### config.mk
export PLATFORM = sky130hd
export DESIGN_NAME = rxframer
export DESIGN_NICKNAME = d
export VERILOG_FILES = /design/src/rtl/rxframer_pkg.sv /design/src/rtl/rxfr_align.sv /design/src/rtl/rxframer.sv
export SDC_FILE = /design/constraint.sdc
export NUM_CORES = 1
export LEC_CHECK = 0
export ABC_AREA = 1
export ABC_CLOCK_PERIOD_IN_PS = 2350
export BUFFER_PORTS_ARGS = -buffer_cell sky130_fd_sc_hd__clkbuf_2
export CAP_MARGIN = 40
export CORE_MARGIN = 2
export CORE_UTILIZATION = 35
export DETAILED_ROUTE_END_ITERATION = 12
export PLACE_DENSITY = 0.52
export SKIP_CTS_REPAIR_TIMING = 1
export SLEW_MARGIN = 20
export SYNTH_ARGS = -nofsm -noshare
export SYNTH_HDL_FRONTEND = slang
export SYNTH_SLANG_ARGS = --single-unit
### constraint.sdc
create_clock -name clk19 -period 2.35 [get_ports clk19]
set_input_delay 0.47 -clock clk19 [delete_from_list [all_inputs] [get_ports clk19]]
set_output_delay 0.47 -clock clk19 [all_outputs]
set_load 0.01 [all_outputs]
### src/rtl/rxframer_pkg.sv
// Shared STM-1 overhead definitions for the rx/tx framers:
// framing bytes, overhead slot positions and alignment state codes.
package rxframer_pkg;

    localparam logic [7:0]  A1         = 8'hF6;
    localparam logic [7:0]  A2         = 8'h28;
    localparam logic [47:0] FRAME_WORD = {A1, A1, A1, A2, A2, A2};

    localparam logic [6:0] SLOT_A2L = 7'd5;
    localparam logic [6:0] SLOT_B1  = 7'd9;
    localparam logic [6:0] SLOT_B2  = 7'd27;
    localparam logic [6:0] SLOT_K1  = 7'd30;
    localparam logic [6:0] SLOT_K2  = 7'd33;
    localparam logic [6:0] SLOT_M1  = 7'd68;

    localparam logic [1:0] HUNT    = 2'd0;
    localparam logic [1:0] PRESYNC = 2'd1;
    localparam logic [1:0] SYNC    = 2'd2;

    // Slot counter successor with wrap at the last slot of the frame.
    function automatic logic [6:0] slot_next(input logic [6:0] s, input logic [6:0] last);
        return (s == last) ? 7'd0 : s + 7'd1;
    endfunction

endpackage

### src/rtl/rxfr_align.sv
// Frame alignment for the rx framer: 48-bit byte shift register, A1A1A1A2A2A2
// detector, HUNT/PRESYNC/SYNC state machine and slot counter.
// With RXFR_LOF_EN defined it also flags unconfirmed frame words seen in SYNC.
module rxfr_align
    import rxframer_pkg::*;
#(
    parameter int unsigned FRM_LEN   = 72,
    parameter int unsigned ALIGN_CNT = 2,
    parameter int unsigned LOSS_CNT  = 4
) (
    input  logic       clk19,
    input  logic       rst_n,
    input  logic [7:0] rdat,
    input  logic       en,
    output logic [6:0] slot,
    output logic [1:0] state,
    output logic       rxsof
`ifdef RXFR_LOF_EN
    ,
    output logic       badword
`endif
);

    localparam logic [6:0] LAST = 7'(FRM_LEN - 1);

    logic [47:0] sr;
    logic [47:0] sr_nxt;
    logic        match;
    logic        at_a2l;
    logic [3:0]  good;
    logic [3:0]  bad;
    logic [3:0]  good_inc;
    logic [3:0]  bad_inc;

    // Frame word detection on the window that includes the byte being accepted
    always_comb begin
        sr_nxt   = {sr[39:0], rdat};
        match    = (sr_nxt == FRAME_WORD);
        at_a2l   = (slot == SLOT_A2L);
        good_inc = good + 4'd1;
        bad_inc  = bad + 4'd1;
    end

    // Shift register, slot counter and alignment state machine
    always_ff @(posedge clk19) begin
        if (!rst_n) begin
            sr    <= '0;
            slot  <= '0;
            state <= HUNT;
            good  <= '0;
            bad   <= '0;
            rxsof <= 1'b0;
        end else begin
            rxsof <= 1'b0;
            if (en) begin
                sr   <= sr_nxt;
                slot <= slot_next(slot, LAST);
                case (state)
                    HUNT: begin
                        if (match) begin
                            slot  <= SLOT_A2L + 7'd1;
                            state <= PRESYNC;
                            good  <= 4'd1;
                        end
                    end
                    PRESYNC: begin
                        if (at_a2l) begin
                            if (match) begin
                                good  <= good_inc;
                                rxsof <= 1'b1;
                                if (good_inc >= 4'(ALIGN_CNT)) begin
                                    state <= SYNC;
                                    bad   <= '0;
                                end
                            end else begin
                                state <= HUNT;
                            end
                        end
                    end
                    SYNC: begin
                        if (at_a2l) begin
                            if (match) begin
                                bad   <= '0;
                                rxsof <= 1'b1;
                            end else begin
                                bad <= bad_inc;
                                if (bad_inc >= 4'(LOSS_CNT)) begin
                                    state <= HUNT;
                                end
                            end
                        end
                    end
                    default: state <= HUNT;
                endcase
            end
        end
    end

`ifdef RXFR_LOF_EN
    // One-cycle flag for each frame word missed while in SYNC
    always_ff @(posedge clk19) begin
        if (!rst_n) begin
            badword <= 1'b0;
        end else begin
            badword <= en && (state == SYNC) && at_a2l && !match;
        end
    end
`endif

endmodule

### src/rtl/rxframer.sv
// Receive-side STM-1 overhead framer top: alignment sub-block plus
// B1/B2/K1K2/M1 extraction and out-of-frame reporting.
// Optional loss-of-frame logic is built when RXFR_LOF_EN is defined.
module rxframer
    import rxframer_pkg::*;
#(
    parameter int unsigned FRM_LEN   = 72,
    parameter int unsigned ALIGN_CNT = 2,
    parameter int unsigned LOSS_CNT  = 4,
    parameter int unsigned LOF_FRM   = 8
) (
    input  logic        clk19,
    input  logic        rst_n,
    input  logic [7:0]  rdat,
    input  logic        en,
    output logic        rxsof,
    output logic        oof,
    output logic        lof,
    output logic [7:0]  b1dat,
    output logic        b1vld,
    output logic [23:0] b2dat,
    output logic        b2vld,
    output logic [15:0] k1k2,
    output logic [7:0]  m1dat,
    output logic        m1vld
);

    logic [6:0]  slot;
    logic [1:0]  state;
    logic [15:0] b2hold;
    logic [1:0]  b2stage;
`ifdef RXFR_LOF_EN
    logic        badword;
`endif

    rxfr_align #(
        .FRM_LEN   (FRM_LEN),
        .ALIGN_CNT (ALIGN_CNT),
        .LOSS_CNT  (LOSS_CNT)
    ) u_align (
        .clk19   (clk19),
        .rst_n   (rst_n),
        .rdat    (rdat),
        .en      (en),
        .slot    (slot),
        .state   (state),
        .rxsof   (rxsof)
`ifdef RXFR_LOF_EN
        ,
        .badword (badword)
`endif
    );

    // Out-of-frame indication, one cycle behind the alignment state
    always_ff @(posedge clk19) begin
        if (!rst_n) begin
            oof <= 1'b1;
        end else begin
            oof <= (state != SYNC);
        end
    end

    // Overhead byte extraction while aligned; B2 needs all three bytes of one frame
    always_ff @(posedge clk19) begin
        if (!rst_n) begin
            b1dat   <= '0;
            b1vld   <= 1'b0;
            b2dat   <= '0;
            b2vld   <= 1'b0;
            b2hold  <= '0;
            b2stage <= '0;
            k1k2    <= '0;
            m1dat   <= '0;
            m1vld   <= 1'b0;
        end else begin
            b1vld <= 1'b0;
            b2vld <= 1'b0;
            m1vld <= 1'b0;
            if (state == HUNT) begin
                b2stage <= '0;
            end else if (en) begin
                case (slot)
                    SLOT_B1: begin
                        b1dat <= rdat;
                        b1vld <= 1'b1;
                    end
                    SLOT_B2: begin
                        b2hold[15:8] <= rdat;
                        b2stage      <= 2'd1;
                    end
                    SLOT_B2 + 7'd1: begin
                        if (b2stage == 2'd1) begin
                            b2hold[7:0] <= rdat;
                            b2stage     <= 2'd2;
                        end else begin
                            b2stage <= '0;
                        end
                    end
                    SLOT_B2 + 7'd2: begin
                        if (b2stage == 2'd2) begin
                            b2dat <= {b2hold, rdat};
                            b2vld <= 1'b1;
                        end
                        b2stage <= '0;
                    end
                    SLOT_K1: begin
                        if (state == SYNC) k1k2[15:8] <= rdat;
                    end
                    SLOT_K2: begin
                        if (state == SYNC) k1k2[7:0] <= rdat;
                    end
                    SLOT_M1: begin
                        m1dat <= rdat;
                        m1vld <= 1'b1;
                    end
                    default: ;
                endcase
            end
        end
    end

`ifdef RXFR_LOF_EN
    localparam int unsigned OK_FRM = ALIGN_CNT + LOSS_CNT;

    logic [7:0] oofcnt;
    logic [7:0] okcnt;
    logic       wrap;

    assign wrap = en && (slot == 7'(FRM_LEN - 1));

    // Loss-of-frame: set after LOF_FRM wrapped frames out of frame,
    // cleared after OK_FRM clean frames in SYNC
    always_ff @(posedge clk19) begin
        if (!rst_n) begin
            oofcnt <= '0;
            okcnt  <= '0;
            lof    <= 1'b0;
        end else begin
            if (!oof) begin
                oofcnt <= '0;
            end else if (wrap && (oofcnt != 8'(LOF_FRM))) begin
                oofcnt <= oofcnt + 8'd1;
            end
            if (oof || badword) begin
                okcnt <= '0;
            end else if (wrap && (okcnt != 8'(OK_FRM))) begin
                okcnt <= okcnt + 8'd1;
            end
            if (oofcnt == 8'(LOF_FRM)) begin
                lof <= 1'b1;
            end else if (okcnt == 8'(OK_FRM)) begin
                lof <= 1'b0;
            end
        end
    end
`else
    assign lof = 1'b0;
`endif

endmodule
==> metrics <==
outcome finished, final reports clean; top cells by area, synth dfxtp_1, nor2_1, o21ai_0, a21oi_1, nand2_1; top-area cell type share of the netlist area 48.84%; buffer and inverter count on the worst path 4; deepest clock path buffer count 2; hold path cells 3; Avg Cell Area, Syn 7.753 sq um; measured slew at the worst slew-check pin 0.5999 ns; HP Class input pin to register; syn nets 740; max-slew violations 0; setup slack, reg-to-reg 0.45 ns; area of the multi-input gates 2380 sq um; CORE AREA 15,710 sq um; CTS Root Buffer Type clkbuf_16; Setup Viol. Count Final 0; cell area after synthesis 5574 sq um; Layout Nets 814; Post-synth EDFFs 0; critical path cell sequence inv_1, ha_1, inv_1, nand2_4, inv_1, nand4_1, inv_1, o21ai_0, a21oi_1; worst reg2reg path startpoint u_align.state[0]$_SDFFE_PN0P_; DR vias 4,859; crit-path max FO 16; Core Util, Final 43.61%; CP Launch Type register; DR DRC count 0; Reg2Reg Capture Point m1dat[1]$_SDFFE_PN0P_; row count 46; Worst-path clk slew 0.06 ns; sequential cell area 2723 sq um; vias in the first global route 4,699; routed len/inst 13.50 um; Layout Skew 0.01761 ns; layout cell share with drive strength beyond 1 17.02%; DR vias/cell 4.759; RSZ-0062 raised after global routing no; Fin Setup TNS 0 ns; ANT cells 0; CP Capture Type register; wirelength, routed 13.78 mm; synth warn 0; fin crit period 1.896 ns; hold path start rdat[4]; initial antenna violation count 0; Clock Sinks 136; gr usage total 17.46%; GRT overflow 0; total CTS buffers 17; I/O pin cnt 73; first-pass GRT wire length 23.21 mm; Yosys reg bits 136; HPWL after DPL 9.842 mm; Post-Synthesis Cells 719; Buffers on Ports 71; GPL Wtd Cong 0.8014; H-tree Lvls 4; DRT iter0 DRCs 188; most used cell, CP inv_1; slowest stage cell, crit path inv_1; # fillers 1,571; ys async rst share 0%; fmax 527.4 MHz; Pre-antenna DRT Iters 5; Fin. Hold Viols 0; reg2reg path depth 9; area delta synth->final 22.92%; Initial Utilization 35.48%; MaxCap Viol Count 0; fin crit share 80.68%; die area 16,950 sq um; Power Dens Cells 848.5 nW/um^2; Worst Setup Path Type register to register; leakage power 2.926 nW; largest net degree at the start of global routing 63; overall die height 130.2 um; Final Power 5.813 mW; Slew HR 59.97%; Die Span X 130.2 um; Worst VDD drop 0.7214 mV; Unique masters post-synth 31; max incr delay on CP 0.39 ns; cell accounting for the most synthesized area dfxtp_1; CP required 2.71 ns; post-route ant nets 0; clk_lat worst skew 0.43 ns; ys flop type dfxtp_1; Arrival @ worst endpoint 2.25 ns; CTS tree done; Seq/Total Area, Yosys 48.84%; Worst Hold Path EP b2hold[4]$_SDFFE_PN0P_; crit-path leading delay family buffers and inverters
-- cell type report --
class | count | share of cell area [%]
sequential | 136 | 39.74
clock inverter | 13 | 3.652
multi-input combinational | 471 | 34.73
tap | 216 | 3.944
inverter | 77 | 4.218
timing repair buffer | 90 | 7.451
clock buffer | 18 | 6.264
-- how the worst max path moves through the flow --
stage                     slack, ns  depth (start not counted)                           end                          start
final                          0.45                          9         m1dat[1]$_SDFFE_PN0P_  u_align.state[0]$_SDFFE_PN0P_
after global routing           0.21                         10  u_align.good[1]$_SDFFE_PN0P_   u_align.slot[1]$_SDFFE_PN0P_
after CTS                      0.45                         10  u_align.good[3]$_SDFFE_PN0P_   u_align.slot[1]$_SDFFE_PN0P_
after detailed placement       0.37                         10  u_align.good[0]$_SDFFE_PN0P_                        rdat[4]
after global placement         0.37                         10  u_align.good[1]$_SDFFE_PN0P_                        rdat[4]
after floorplan                0.64                          8         b1dat[0]$_SDFFE_PN0P_  u_align.state[0]$_SDFFE_PN0P_
-- power breakdown --
part / switching [mW] / leakage [nW] / internal [mW]
registers: 0.0418 / 1.10 / 2.37
clock network: 0.985 / 0.330 / 2.09
logic: 0.227 / 1.49 / 0.108
total: 1.25 / 2.93 / 4.56
-- cells in the mapped netlist (3+ instances only) --
master	number
nor4_4	3
xor2_1	5
a21oi_1	67
nand2_1	78
clkbuf_1	23
nor2_1	134
buf_6	4
inv_1	73
nand4_1	5
nand3_1	22
o21ai_0	93
nor3_1	9
ha_1	10
dfxtp_1	136
a21oi_2	7
buf_4	5
a211oi_1	24
-- logic make-up (layout without fill, tap and decap cells) --
| group | count (synthesis) | in the layout | share of synthesized area, % |
|---|---|---|---|
| xor gates and xnor gates | 6 | 6 | 0.9428 |
| other | 1 | 1 | 0.06728 |
| adders and majority gates | 10 | 10 | 2.245 |
| buffers and inverters | 112 | 198 | 8.462 |
| AOI/OAI and AO/OA | 197 | 197 | 19.46 |
| and+or+nand+nor | 257 | 257 | 19.98 |
| DFF | 136 | 136 | 48.84 |
-- state kept, by name, summed over array words and instances (netlist names) --
signal	count
m1vld	1
u_align.bad	4
b1dat	8
u_align.state	2
u_align.good	4
m1dat	8
b2vld	1
b2hold	16
oof	1
u_align.sr	40
u_align.rxsof	1
b1vld	1
b2dat	24
k1k2	16
b2stage	2
u_align.slot	7
-- metrics by stage --
stage               instance area, sq um  worst slack (ns)  hold WS [ns]  instances
global route                        6852            0.2092        0.3648       1021
finish                              6852            0.4541        0.3493       1021
global placement                    6172            0.3743        0.4447        990
detailed placement                  6172            0.3686        0.4482        990
CTS                                 6852            0.4542        0.3410       1021
floorplan                           5574            0.6435        0.4297        719
-- routing by layer --
layer	wire length (um)	vias to the layer above	track usage, %
met2	6581	70	28.73
met1	6564	2249	22.39
met5	0	-	0
met4	202	0	6.705
li1	-	2527	-
met3	435	13	3.895
-- cell usage in the layout (no fill, tap or decap), types with 7 or more instances in the layout --
cell,synthesis,final
a211oi_1,24,24
a21oi_1,67,67
a21oi_2,7,7
buf_4,5,18
bufinv_16,0,7
clkbuf_16,0,17
clkbuf_2,0,71
dfxtp_1,136,136
ha_1,10,10
inv_1,73,73
nand2_1,78,78
nand3_1,22,22
nor2_1,134,134
nor3_1,9,9
o21ai_0,93,93
-- worst register-to-register path: stages, from the launching register on --
cell	delay (ns)
dfxtp_1	0.33
inv_1	0.07
ha_1	0.21
inv_1	0.11
nand2_4	0.12
inv_1	0.15
nand4_1	0.17
inv_1	0.39
o21ai_0	0.15
a21oi_1	0.14
(Power assumes the default switching activity.)
